<file path="src/rtl/regfile_arbiter_if.sv">
// Requester-side bundle for regfile_arbiter: per-requester request/command
// signals plus the grant, busy and shared read-return signals.
interface regfile_arbiter_if #(
  parameter int DATA_W = 8,
  parameter int ADDR_W = 4
);
  logic              req0,   req1;
  logic              lock0,  lock1;
  logic              we0,    we1;
  logic [ADDR_W-1:0] addr0,  addr1;
  logic [DATA_W-1:0] wdata0, wdata1;
  logic              gnt0,   gnt1;
  logic              rvalid0, rvalid1;
  logic [DATA_W-1:0] rdata;
  logic              busy;

  modport master (
    output req0, req1, lock0, lock1, we0, we1, addr0, addr1, wdata0, wdata1,
    input  gnt0, gnt1, rvalid0, rvalid1, rdata, busy
  );

  modport slave (
    input  req0, req1, lock0, lock1, we0, we1, addr0, addr1, wdata0, wdata1,
    output gnt0, gnt1, rvalid0, rvalid1, rdata, busy
  );
endinterface

</file>
<file path="src/rtl/regfile_arbiter.sv">
// Two-requester round-robin arbiter and access sequencer for the shared
// 16x8 register file, with bounded locked bursts and registered read return.
module regfile_arbiter #(
  parameter int DATA_W   = 8,
  parameter int ADDR_W   = 4,
  parameter int MAX_HOLD = 16
) (
  input  logic              Clk,
  input  logic              Rst,
  regfile_arbiter_if.slave  bus,
  output logic [ADDR_W-1:0] R_Addr,
  output logic [ADDR_W-1:0] W_Addr,
  output logic              R_en,
  output logic              W_en,
  output logic [DATA_W-1:0] W_Data,
  input  logic [DATA_W-1:0] R_Data
);

  localparam int HW = (MAX_HOLD > 1) ? $clog2(MAX_HOLD) : 1;
  localparam logic [HW-1:0] HOLD_LAST = HW'(MAX_HOLD - 1);

  typedef enum logic [1:0] {
    IDLE = 2'd0,
    OWN0 = 2'd1,
    OWN1 = 2'd2
  } state_t;

  state_t            state, state_nxt;
  logic              rr, rr_nxt;          // 1 = requester 1 wins the next tie
  logic [HW-1:0]     hold_cnt, hold_nxt;
  logic [DATA_W-1:0] rdata_q;
  logic              rvalid0_q, rvalid1_q;

  logic              own_req, own_lock, own_we, oth_req;
  logic [ADDR_W-1:0] own_addr;
  logic [DATA_W-1:0] own_wdata;
  logic              issue, rd_issue, wr_issue, release_own;

  // Owner's command mux and register-file port drive
  always_comb begin
    own_req   = 1'b0;
    own_lock  = 1'b0;
    own_we    = 1'b0;
    own_addr  = '0;
    own_wdata = '0;
    oth_req   = 1'b0;
    unique case (state)
      OWN0: begin
        own_req   = bus.req0;
        own_lock  = bus.lock0;
        own_we    = bus.we0;
        own_addr  = bus.addr0;
        own_wdata = bus.wdata0;
        oth_req   = bus.req1;
      end
      OWN1: begin
        own_req   = bus.req1;
        own_lock  = bus.lock1;
        own_we    = bus.we1;
        own_addr  = bus.addr1;
        own_wdata = bus.wdata1;
        oth_req   = bus.req0;
      end
      default: ;
    endcase

    issue    = Rst && own_req;
    wr_issue = issue && own_we;
    rd_issue = issue && !own_we;

    W_en   = wr_issue;
    R_en   = rd_issue;
    W_Addr = wr_issue ? own_addr  : '0;
    R_Addr = rd_issue ? own_addr  : '0;
    W_Data = wr_issue ? own_wdata : '0;
  end

  always_comb begin
    state_nxt   = state;
    rr_nxt      = rr;
    hold_nxt    = hold_cnt;
    release_own = !own_req
               || (issue && !own_lock)
               || (issue && (hold_cnt == HOLD_LAST) && oth_req);
    unique case (state)
      IDLE: begin
        hold_nxt = '0;
        if (bus.req0 && bus.req1) state_nxt = rr ? OWN1 : OWN0;
        else if (bus.req0)        state_nxt = OWN0;
        else if (bus.req1)        state_nxt = OWN1;
      end
      OWN0, OWN1: begin
        if (release_own) begin
          rr_nxt   = (state == OWN0);
          hold_nxt = '0;
          if (oth_req)                   state_nxt = (state == OWN0) ? OWN1 : OWN0;
          else if (own_req && !own_lock) state_nxt = state;
          else                           state_nxt = IDLE;
        end else if (issue) begin
          // Without a competitor the counter just wraps and ownership persists
          hold_nxt = (hold_cnt == HOLD_LAST) ? '0 : hold_cnt + HW'(1);
        end
      end
      default: state_nxt = IDLE;
    endcase
  end

  always_ff @(posedge Clk) begin
    if (!Rst) begin
      state     <= IDLE;
      rr        <= 1'b0;
      hold_cnt  <= '0;
      rdata_q   <= '0;
      rvalid0_q <= 1'b0;
      rvalid1_q <= 1'b0;
    end else begin
      state     <= state_nxt;
      rr        <= rr_nxt;
      hold_cnt  <= hold_nxt;
      rvalid0_q <= rd_issue && (state == OWN0);
      rvalid1_q <= rd_issue && (state == OWN1);
      if (rd_issue) rdata_q <= R_Data;
    end
  end

  assign bus.gnt0    = (state == OWN0);
  assign bus.gnt1    = (state == OWN1);
  assign bus.busy    = (state != IDLE);
  assign bus.rdata   = rdata_q;
  assign bus.rvalid0 = rvalid0_q;
  assign bus.rvalid1 = rvalid1_q;

endmodule

</file>
<file path="src/flat_wrapper.sv">
// flat-port wrapper written by rule: the top's interface ports become plain ports
module regfile_arbiter_flat 
#(
  parameter int DATA_W   = 8,
  parameter int ADDR_W   = 4,
  parameter int MAX_HOLD = 16
)
  (Clk, Rst, R_Addr, W_Addr, R_en, W_en, W_Data, R_Data, bus_req0, bus_req1, bus_lock0, bus_lock1, bus_we0, bus_we1, bus_addr0, bus_addr1, bus_wdata0, bus_wdata1, bus_gnt0, bus_gnt1, bus_rvalid0, bus_rvalid1, bus_rdata, bus_busy);
  regfile_arbiter_if #(.DATA_W(DATA_W), .ADDR_W(ADDR_W)) bus_i ();
  input  logic Clk;
  input  logic Rst;
  output logic [ADDR_W-1:0] R_Addr;
  output logic [ADDR_W-1:0] W_Addr;
  output logic R_en;
  output logic W_en;
  output logic [DATA_W-1:0] W_Data;
  input  logic [DATA_W-1:0] R_Data;
  input wire logic [$bits(bus_i.req0)-1:0] bus_req0;
  input wire logic [$bits(bus_i.req1)-1:0] bus_req1;
  input wire logic [$bits(bus_i.lock0)-1:0] bus_lock0;
  input wire logic [$bits(bus_i.lock1)-1:0] bus_lock1;
  input wire logic [$bits(bus_i.we0)-1:0] bus_we0;
  input wire logic [$bits(bus_i.we1)-1:0] bus_we1;
  input wire logic [$bits(bus_i.addr0)-1:0] bus_addr0;
  input wire logic [$bits(bus_i.addr1)-1:0] bus_addr1;
  input wire logic [$bits(bus_i.wdata0)-1:0] bus_wdata0;
  input wire logic [$bits(bus_i.wdata1)-1:0] bus_wdata1;
  output wire logic [$bits(bus_i.gnt0)-1:0] bus_gnt0;
  output wire logic [$bits(bus_i.gnt1)-1:0] bus_gnt1;
  output wire logic [$bits(bus_i.rvalid0)-1:0] bus_rvalid0;
  output wire logic [$bits(bus_i.rvalid1)-1:0] bus_rvalid1;
  output wire logic [$bits(bus_i.rdata)-1:0] bus_rdata;
  output wire logic [$bits(bus_i.busy)-1:0] bus_busy;
  assign bus_i.req0 = bus_req0;
  assign bus_i.req1 = bus_req1;
  assign bus_i.lock0 = bus_lock0;
  assign bus_i.lock1 = bus_lock1;
  assign bus_i.we0 = bus_we0;
  assign bus_i.we1 = bus_we1;
  assign bus_i.addr0 = bus_addr0;
  assign bus_i.addr1 = bus_addr1;
  assign bus_i.wdata0 = bus_wdata0;
  assign bus_i.wdata1 = bus_wdata1;
  assign bus_gnt0 = bus_i.gnt0;
  assign bus_gnt1 = bus_i.gnt1;
  assign bus_rvalid0 = bus_i.rvalid0;
  assign bus_rvalid1 = bus_i.rvalid1;
  assign bus_rdata = bus_i.rdata;
  assign bus_busy = bus_i.busy;
  regfile_arbiter #(.DATA_W(DATA_W), .ADDR_W(ADDR_W), .MAX_HOLD(MAX_HOLD)) u_core (.Clk(Clk), .Rst(Rst), .bus(bus_i), .R_Addr(R_Addr), .W_Addr(W_Addr), .R_en(R_en), .W_en(W_en), .W_Data(W_Data), .R_Data(R_Data));
endmodule
</file>
<file path="config.mk">
export PLATFORM = sky130hd
export DESIGN_NAME = regfile_arbiter_flat
export DESIGN_NICKNAME = d
export VERILOG_FILES = /design/src/rtl/regfile_arbiter_if.sv /design/src/rtl/regfile_arbiter.sv /design/src/flat_wrapper.sv
export SDC_FILE = /design/constraint.sdc
export NUM_CORES = 1
export LEC_CHECK = 0
export BUFFER_PORTS_ARGS = -buffer_cell sky130_fd_sc_hd__buf_2
export CORE_UTILIZATION = 42
export CTS_CLUSTER_SIZE = 16
export DETAILED_ROUTE_END_ITERATION = 10
export HOLD_SLACK_MARGIN = 0.06
export PLACE_DENSITY = 0.88
export SYNTH_ARGS = -nofsm -noshare
export SYNTH_HDL_FRONTEND = slang
export SYNTH_SLANG_ARGS = --single-unit
</file>
<file path="constraint.sdc">
create_clock -name Clk -period 2.5 [get_ports Clk]
set_input_delay 0.5 -clock Clk [delete_from_list [all_inputs] [get_ports Clk]]
set_output_delay 0.5 -clock Clk [all_outputs]
set_load 0.01 [all_outputs]
</file>
Word level (Yosys, flattened, before mapping)
Cells that the tools add are included.
{ "totals": {"wordCells": 58, "in_bits": 40, "regBits": 17, "output_inout_bits": 31} }
{ "op_classes": {"mux": 22, "eq_ne": 7, "n_addsub": 1, "n_reduce_logical": 22} }
{ "op_table": {"columns": ["cell", "n"], "rows": [
  ["4-bit two-way mux", 5],
  ["2-bit two-way mux", 8],
  ["4-bit case mux with 2 select lines", 2],
  ["8-bit case mux with 2 select lines", 1],
  ["1-bit logical AND", 10],
  ["8-bit two-way mux", 1],
  ["1-bit case mux with 2 select lines", 4],
  ["4-bit by 1-bit adder with 4-bit output (second input constant)", 1],
  ["4-bit == test (second input constant)", 1],
  ["4-bit by 3-bit inequality test with 1-bit output (second input constant)", 1],
  ["2-bit case mux with 2 select lines", 1],
  ["2-bit AND reduction", 2],
  ["2-bit nonzero test", 2],
  ["1-bit zero test", 3],
  ["3-bit by 1-bit inequality test with 1-bit output (second input constant)", 1],
  ["3-bit by 2-bit inequality test with 1-bit output (second input constant)", 1],
  ["3-bit AND reduction", 1],
  ["2-bit by 1-bit == test with 1-bit output (second input constant)", 1],
  ["2-bit == test (second input constant)", 1],
  ["2-bit zero test", 1],
  ["1-bit logical OR", 2],
  ["2-bit by 1-bit inequality test with 1-bit output (second input constant)", 1],
  ["2-bit OR reduction", 1]
]} }

Longest topological paths before layout
Gate-level depths: netlist of the first run.
{ "logic_depth": {"ltp_word": 8, "ltp_mapped": 8, "mapped_depth_nobuf": 7} }

Worst setup path before layout of the first run
OpenSTA, ideal clock, no wires.
{ "synth_timing": {"path_type": "reg2out", "startpoint": "register u_core.state[0]", "endpoint": "output W_Addr[0]", "stages_incl_launch_ff": 8, "path_buffers": 2, "required_ps": 2000, "arrival_time_ps": 1567, "setup_slack_ps": 433, "path_cell_list": "dfxtp_1 -> inv_1 -> ha_1 -> clkbuf_4 -> nand3_4 -> or2_1 -> buf_2 -> nor2_1"} }
{ "synth_between": {"elab_chain_cells": 5, "elab_cells_between_ends": 8, "classes_between": "eq/ne: 2; mux: 4; reduce/logical: 2"} }
{ "synth_rtl": {"columns": ["element", "line_no", "rtl"], "rows": [
  ["start, declared", "regfile_arbiter.sv:28", "state_t state, state_nxt;"],
  ["start signal, assigned", "regfile_arbiter.sv:117", "state <= state_nxt;"],
  ["2-bit == test or 2-bit by 1-bit == test with 1-bit output (tied branches)", "regfile_arbiter.sv:47", "unique case (state)"],
  ["1-bit case mux with 2 select lines", "regfile_arbiter.sv:47", null],
  ["1-bit logical AND", "regfile_arbiter.sv:67", "issue = Rst && own_req;"],
  ["1-bit logical AND", "regfile_arbiter.sv:68", "wr_issue = issue && own_we;"],
  ["4-bit two-way mux (*)", "regfile_arbiter.sv:73", "W_Addr = wr_issue ? own_addr : '0;"],
  ["end, declared", "flat_wrapper.sv:13", "output logic [ADDR_W-1:0] W_Addr;"]
]} }
Mark *: on every way between the ends. The rest lies on a longest branch, timed or not.

Worst setup path in the final report of the first run
{ "layout_timing": {"startpoint": "register u_core.state[1]", "endpoint": "output R_Addr[1]"} }
{ "layout_between": {"elab_chain_cells": 5, "elab_cells_between_ends": 9, "classes_between": "eq/ne: 2; mux: 4; reduce/logical: 3"} }
{ "layout_rtl": {"columns": ["element", "line_no", "rtl"], "rows": [
  ["2-bit == test or 2-bit by 1-bit == test with 1-bit output (tied branches)", "regfile_arbiter.sv:47", null],
  ["1-bit case mux with 2 select lines", "regfile_arbiter.sv:47", null],
  ["1-bit logical AND or 1-bit zero test (tied branches)", "regfile_arbiter.sv:67, regfile_arbiter.sv:69", null],
  ["1-bit logical AND", "regfile_arbiter.sv:69", "rd_issue = issue && !own_we;"],
  ["4-bit two-way mux (*)", "regfile_arbiter.sv:74", "R_Addr = rd_issue ? own_addr : '0;"],
  ["end, declared", "flat_wrapper.sv:12", "output logic [ADDR_W-1:0] R_Addr;"]
]} }
Marks and branches as above.

==> results of run 1 <==
## cells by family after synthesis
family	after synthesis	synth area share, %
DFF	17	30.6
and+or+nand+nor	67	26.8
buffers and inverters	16	7.32
muxes	3	2.70
AOI/OAI and AO/OA	40	26.9
adders and majority gates	5	5.63
## placed cells by master (no fill, tap or decap), drive strengths merged, types with 2 or more instances in the layout
cell type / instances
inv: 7
dfxtp: 17
o21ai: 9
nand3: 5
nand2: 33
nand4: 2
a22oi: 10
mux2i: 3
a21oi: 4
nor2: 19
and2: 2
clkbuf: 4
o2111ai: 2
ha: 5
a22o: 6
buf: 77
## worst max-delay path: cells and delay by family (launching register included)
kind,cells,cell delay (ns)
adders and majority gates,1,0.34
buffers and inverters,3,0.43
and+or+nand+nor,2,0.45
DFF,1,0.39
## stage by stage
step | std cells | power [mW] | util [%]
floorplan | 148 | 0.437 | -
global placement | 246 | 0.514 | 60.4
detailed placement | 246 | 0.518 | 60.4
CTS | 250 | 0.665 | 61.6
global route | 250 | 0.698 | 61.9
finish | 250 | 0.666 | 61.9
## synthesized netlist by cell type (all sizes together), types with 2 or more instances
cell | instances | area share, %
dfxtp | 17 | 31
ha | 5 | 5.6
nand3 | 5 | 3.4
o21ai | 9 | 4.1
a21oi | 4 | 1.8
nor2 | 19 | 6.4
buf | 5 | 3.3
clkbuf | 4 | 1.7
a22o | 6 | 5.5
nand2 | 33 | 11
inv | 7 | 2.4
mux2i | 3 | 2.7
a22oi | 10 | 6.8
o2111ai | 2 | 1.6
nand4 | 2 | 1.1
and2 | 2 | 1.1
## flip-flops by register name (all words and copies together), names as in the netlist
name,count
u_core.bus.rvalid0,1
u_core.rr,1
u_core.hold_cnt,4
u_core.bus.rdata,8
u_core.state,2
u_core.bus.rvalid1,1
## power by group through the flow
stage	combinational (mW)	sequential [mW]	clock (mW)
floorplan	0.141	0.296	0
global placement	0.219	0.294	0
detailed placement	0.222	0.295	0
CTS	0.224	0.289	0.152
global route	0.245	0.290	0.163
finish	0.227	0.290	0.149
## per-layer routing
layer / up-vias / track usage [%] / routed length, µm
li1: 665 / - / -
met1: 554 / 24.8 / 1340
met2: 58 / 34.6 / 1410
met3: 4 / 2.87 / 224
met4: 0 / 7.02 / 10
met5: - / 0 / 0
## final timing paths
kind / cells past startpoint / endpoint / from
min: 3 / u_core.bus.rdata[4] / R_Data[4]
max reg2reg: 7 / u_core.state[0] / u_core.state[0]
max: 6 / R_Addr[1] / u_core.state[1]
min reg2reg: 2 / u_core.bus.rdata[5] / u_core.bus.rdata[5]
## what timing repair did
action	in CTS	in global routing
gates resized for setup	1	3
hold buffers	0	0
setup endpoints to repair	13	2
pin swaps	0	2
## cell type report
cell class                      instances  area share, %
Timing Repair Buffer                   77           26.3
Clock buffer                            4           1.71
Multi-Input combinational cell        115           45.6
Sequential cell                        17           22.3
Inverter                                7           1.71
Tap cell                               30           2.45
==> impl_metrics.csv, run 1 <==
group,metric,value,unit
power_and_ir_drop,p_int,0.447,mW
sta,rsz0062_at_grt,"no",
power_and_ir_drop,p_leak,0.748,nW
sta,setup_viol,0,
setup_path,required,2.00,ns
place,post-dp-hpwl,2340,µm
setup_path,crit_path_end_kind,"primary output",
clock_network,cts_htree_levels,1,
floorplanning,die_y,53.4,µm
global_routing,grt_remaining_overflow,0,
synthesis,async_flop_share,0,%
sta,setup_slack,0.0968,ns
place,dp_slack,0.309,ns
sta,maxClockFrequency,416,MHz
sta,hold_slack,0.394,ns
sta,tns,0,ns
clock_network,clock_sinks,17,
floorplanning,fp-row-count,18,
floorplanning,die_w,53.4,µm
floorplanning,start_util,44.8,%
setup_path,crit_type,"flip-flop to primary output",
clock_network,cts_tree,"built",
routing,num_vias,1281,
synthesis,ys.warnings.count,0,
finish,register_area,342,µm²
synthesis,syn_area,0.00111,mm²
power_and_ir_drop,swShare,32.8,%
setup_path,cp_cell_sequence,"inv_1 > ha_1 > buf_4 > nand4_1 > nor2_1 > buf_2",
synthesis,syn_nets,193,
run,cap_violations,0,
synthesis,syn_inst,148,
place,portBuffers,70,
synthesis,yosysSeqAreaShare,30.6,%
finish,multiInputGateArea,699,µm²
clock_network,clockBufferDepth,2,
global_routing,antenna_found_initial,0,
sta,clock_skew,0.000940,ns
hold_path,hp-class,"input port to flip-flop",
clock_network,cts_made_buffers,3,
finish,area_delta_synth_final,38.1,%
global_routing,grt_max_degree,19,
outcome,status,"completed",
sta,finalHoldViolCount,0,
power_and_ir_drop,pwr-share-seq,43.5,%
synthesis,syn_avg_cell_area,7.51,µm²
sta,period_needed,2.40,ns
routing,avgRoutedWirePerCell,12.0,µm
finish,layout-drive-gt1-share,40.5,%
finish,layout.nets,266,
power_and_ir_drop,peakVddDrop,347,µV
routing,drt-total-wl,2990,µm
routing,first_pass_iters,4,
synthesis,synth_edf_count,0,
routing,postRouteAntennaNets,0,
global_routing,grt_pass1_vias,1018,
sta,relSlewSlack,72.9,%
finish,num-fill-cells,248,
global_routing,grt_first_pass_wirelength,4200,µm
floorplanning,fp.coreArea,0.00248,mm²
power_and_ir_drop,comb_power_share,34.1,%
clock_network,cts.clk_slew.worst_paths,0.10,ns
power_and_ir_drop,power_frac_clock,22.3,%
setup_path,max_stage_delay,0.39,ns
setup_path,worstPathArrival,1.90,ns
clock_network,root_buffer,"clkbuf_4",
routing,via_per_inst,5.12,
setup_path,crit_path_start_kind,"flip-flop",
finish,n_antenna_cell,0,
floorplanning,dieArea,0.00286,mm²
synthesis,synthFlopType,"dfxtp_1",
global_routing,grt_use_total,20.0,%
setup_path,rrSetupSlack,0.59,ns
routing,drcViolationCount,0,
floorplanning,io_pins,71,
setup_path,path_max_fanout,10,
power_and_ir_drop,p_sw,0.219,mW
power_and_ir_drop,p_per_area,434,mW/mm²
synthesis,synth_seq_cells,17,
finish,final_area,0.00153,mm²
sta,timing.final.crit_share,96.1,%
place,gp_congestion,0.913,
place,placed_area,0.00150,mm²
synthesis,synth.distinct_cells,38,
sta,worstMarginPinSlew,0.402,ns
clock_network,insertion_delay,0.29,ns
sta,drv_slew,0,
clock_network,cts_setup_buffers,0,
routing,drtIter0Drc,33,
setup_path,slowest_stage,"dfxtp_1",
Note: power is estimated with default switching activity, not from simulation.
==> run 2, diff against run 1 <==
Settings changed: CORE_UTILIZATION 42 to 30, PLACE_DENSITY 0.88 to 0.69.
==> run 2 against run 1 <==
Net effect:
- critical endpoint is now R_Addr[2]
- largest cell class unchanged
- register-to-register slack lost 0.06 ns
- critical path depth did not move
- clock-buffer cell count down 1
- combinational power hardly changed
- clock power grew 36%
- global-route usage shrank 3.3 points
- total power up 7.5%
- non-clock buffer count is 1 lower
==> impl_metrics.csv, run 2 (synthesized netlist as in run 1, its figures left out) <==
group,metric,value,unit
place,portBuffers,70,
setup_path,crit_path_end_kind,"primary output",
sta,period_needed,2.35,ns
place,post-dp-hpwl,2370,µm
sta,setup_viol,0,
sta,setup_slack,0.148,ns
floorplanning,io_pins,71,
routing,postRouteAntennaNets,0,
power_and_ir_drop,p_leak,0.753,nW
sta,relSlewSlack,64.2,%
clock_network,clock_sinks,17,
floorplanning,start_util,32.3,%
clock_network,cts_setup_buffers,0,
outcome,status,"completed",
power_and_ir_drop,total_power,0.715,mW
clock_network,cts.clk_slew.worst_paths,0.06,ns
routing,drtIter0Drc,96,
sta,worstMarginPinSlew,0.530,ns
place,place_inst,261,
sta,clock_skew,0.00113,ns
global_routing,grt_max_degree,21,
finish,layout.nets,265,
finish,final_area,0.00156,mm²
global_routing,grt_first_pass_wirelength,5330,µm
power_and_ir_drop,peakVddDrop,263,µV
sta,rsz0062_at_grt,"no",
routing,avgRoutedWirePerCell,11.7,µm
floorplanning,die_y,62.9,µm
floorplanning,die_w,62.9,µm
finish,mostFrequentLayoutCell,"buf_2",
power_and_ir_drop,p_per_area,459,mW/mm²
setup_path,crit_type,"flip-flop to primary output",
place,placed_area,0.00151,mm²
global_routing,grt_pass1_vias,1216,
finish,area_delta_synth_final,40.2,%
floorplanning,fp.coreArea,0.00344,mm²
finish,n_antenna_cell,0,
setup_path,required,2.00,ns
finish,final_cell_count_no_fill,265,
sta,timing.final.crit_share,94.1,%
clock_network,root_buffer,"clkbuf_8",
global_routing,grt_use_total,16.7,%
setup_path,path_max_fanout,10,
routing,via_per_inst,4.86,
sta,maxClockFrequency,425,MHz
routing,num_vias,1289,
setup_path,crit_path_start_kind,"flip-flop",
sta,finalHoldViolCount,0,
clock_network,cts_made_buffers,3,
run,cap_violations,0,
finish,layout-drive-gt1-share,39.3,%
setup_path,worstPathArrival,1.85,ns
sta,drv_slew,0,
sta,tns,0,ns
clock_network,cts_htree_levels,1,
global_routing,grt_remaining_overflow,0,
clock_network,insertion_delay,0.25,ns
finish,layout_common_cells,"70 x buf_2, 33 x nand2_1, 19 x nor2_1",
global_routing,antenna_found_initial,0,
routing,first_pass_iters,4,
clock_network,hold_buffers,0,
clock_network,clockBufferDepth,2,
place,gp_congestion,0.804,
finish,largest_reg_flops,8,
routing,drt-total-wl,3100,µm
clock_network,cts_tree,"built",
clock_network,cts_resized,0,
place,dp_slack,0.359,ns
floorplanning,fp-row-count,21,
floorplanning,dieArea,0.00395,mm²
routing,drcViolationCount,0,
hold_path,hp-class,"input port to flip-flop",
## run 2: final cells by class
class	count	area, µm²
fill	377	1880
multi-input combinational	115	692
timing repair buffer	76	395
sequential	17	340
tap	46	57.6
clock buffer	3	41.3
inverter	7	26.3
clock inverter	1	5.00
## run 2: routing by layer
metal  global-route usage [%]  routed length [µm]
met1                     20.5                1370
met2                     27.9                1530
met3                     4.93                 162
met4                     5.23                  31
met5                        0                   0
## run 2: path summary, 6_finish.rpt
path | startpoint | cells after the start | endpoint | slack (ns)
setup / recovery | u_core.state[0] | 6 | R_Addr[2] | 0.15
hold / removal | R_Data[2] | 3 | u_core.bus.rdata[2] | 0.44
setup reg to reg | u_core.state[0] | 7 | u_core.state[1] | 0.53
hold reg to reg | u_core.bus.rdata[5] | 2 | u_core.bus.rdata[5] | 0.46
## run 2: report_power, final
group	total, mW	internal [mW]	switching, mW
sequential	0.289	0.281	0.00786
combinational	0.224	0.0988	0.125
clock	0.202	0.111	0.0917
## run 2: critical path, stage by stage (launching register included)
cell     delay, ns
dfxtp_1       0.39
inv_1         0.08
ha_1          0.34
buf_4         0.19
nand4_1       0.27
nor2_1        0.17
buf_2         0.15
## run 2: through the flow
| stage | utilization [%] | hold slack (ns) |
|---|---|---|
| after CTS | 45.2 | 0.435 |
| after detailed placement | 43.8 | 0.444 |
| after floorplan | - | 0.446 |
| after global placement | 43.8 | 0.439 |
| after global routing | 45.3 | 0.452 |
| final | 45.3 | 0.438 |
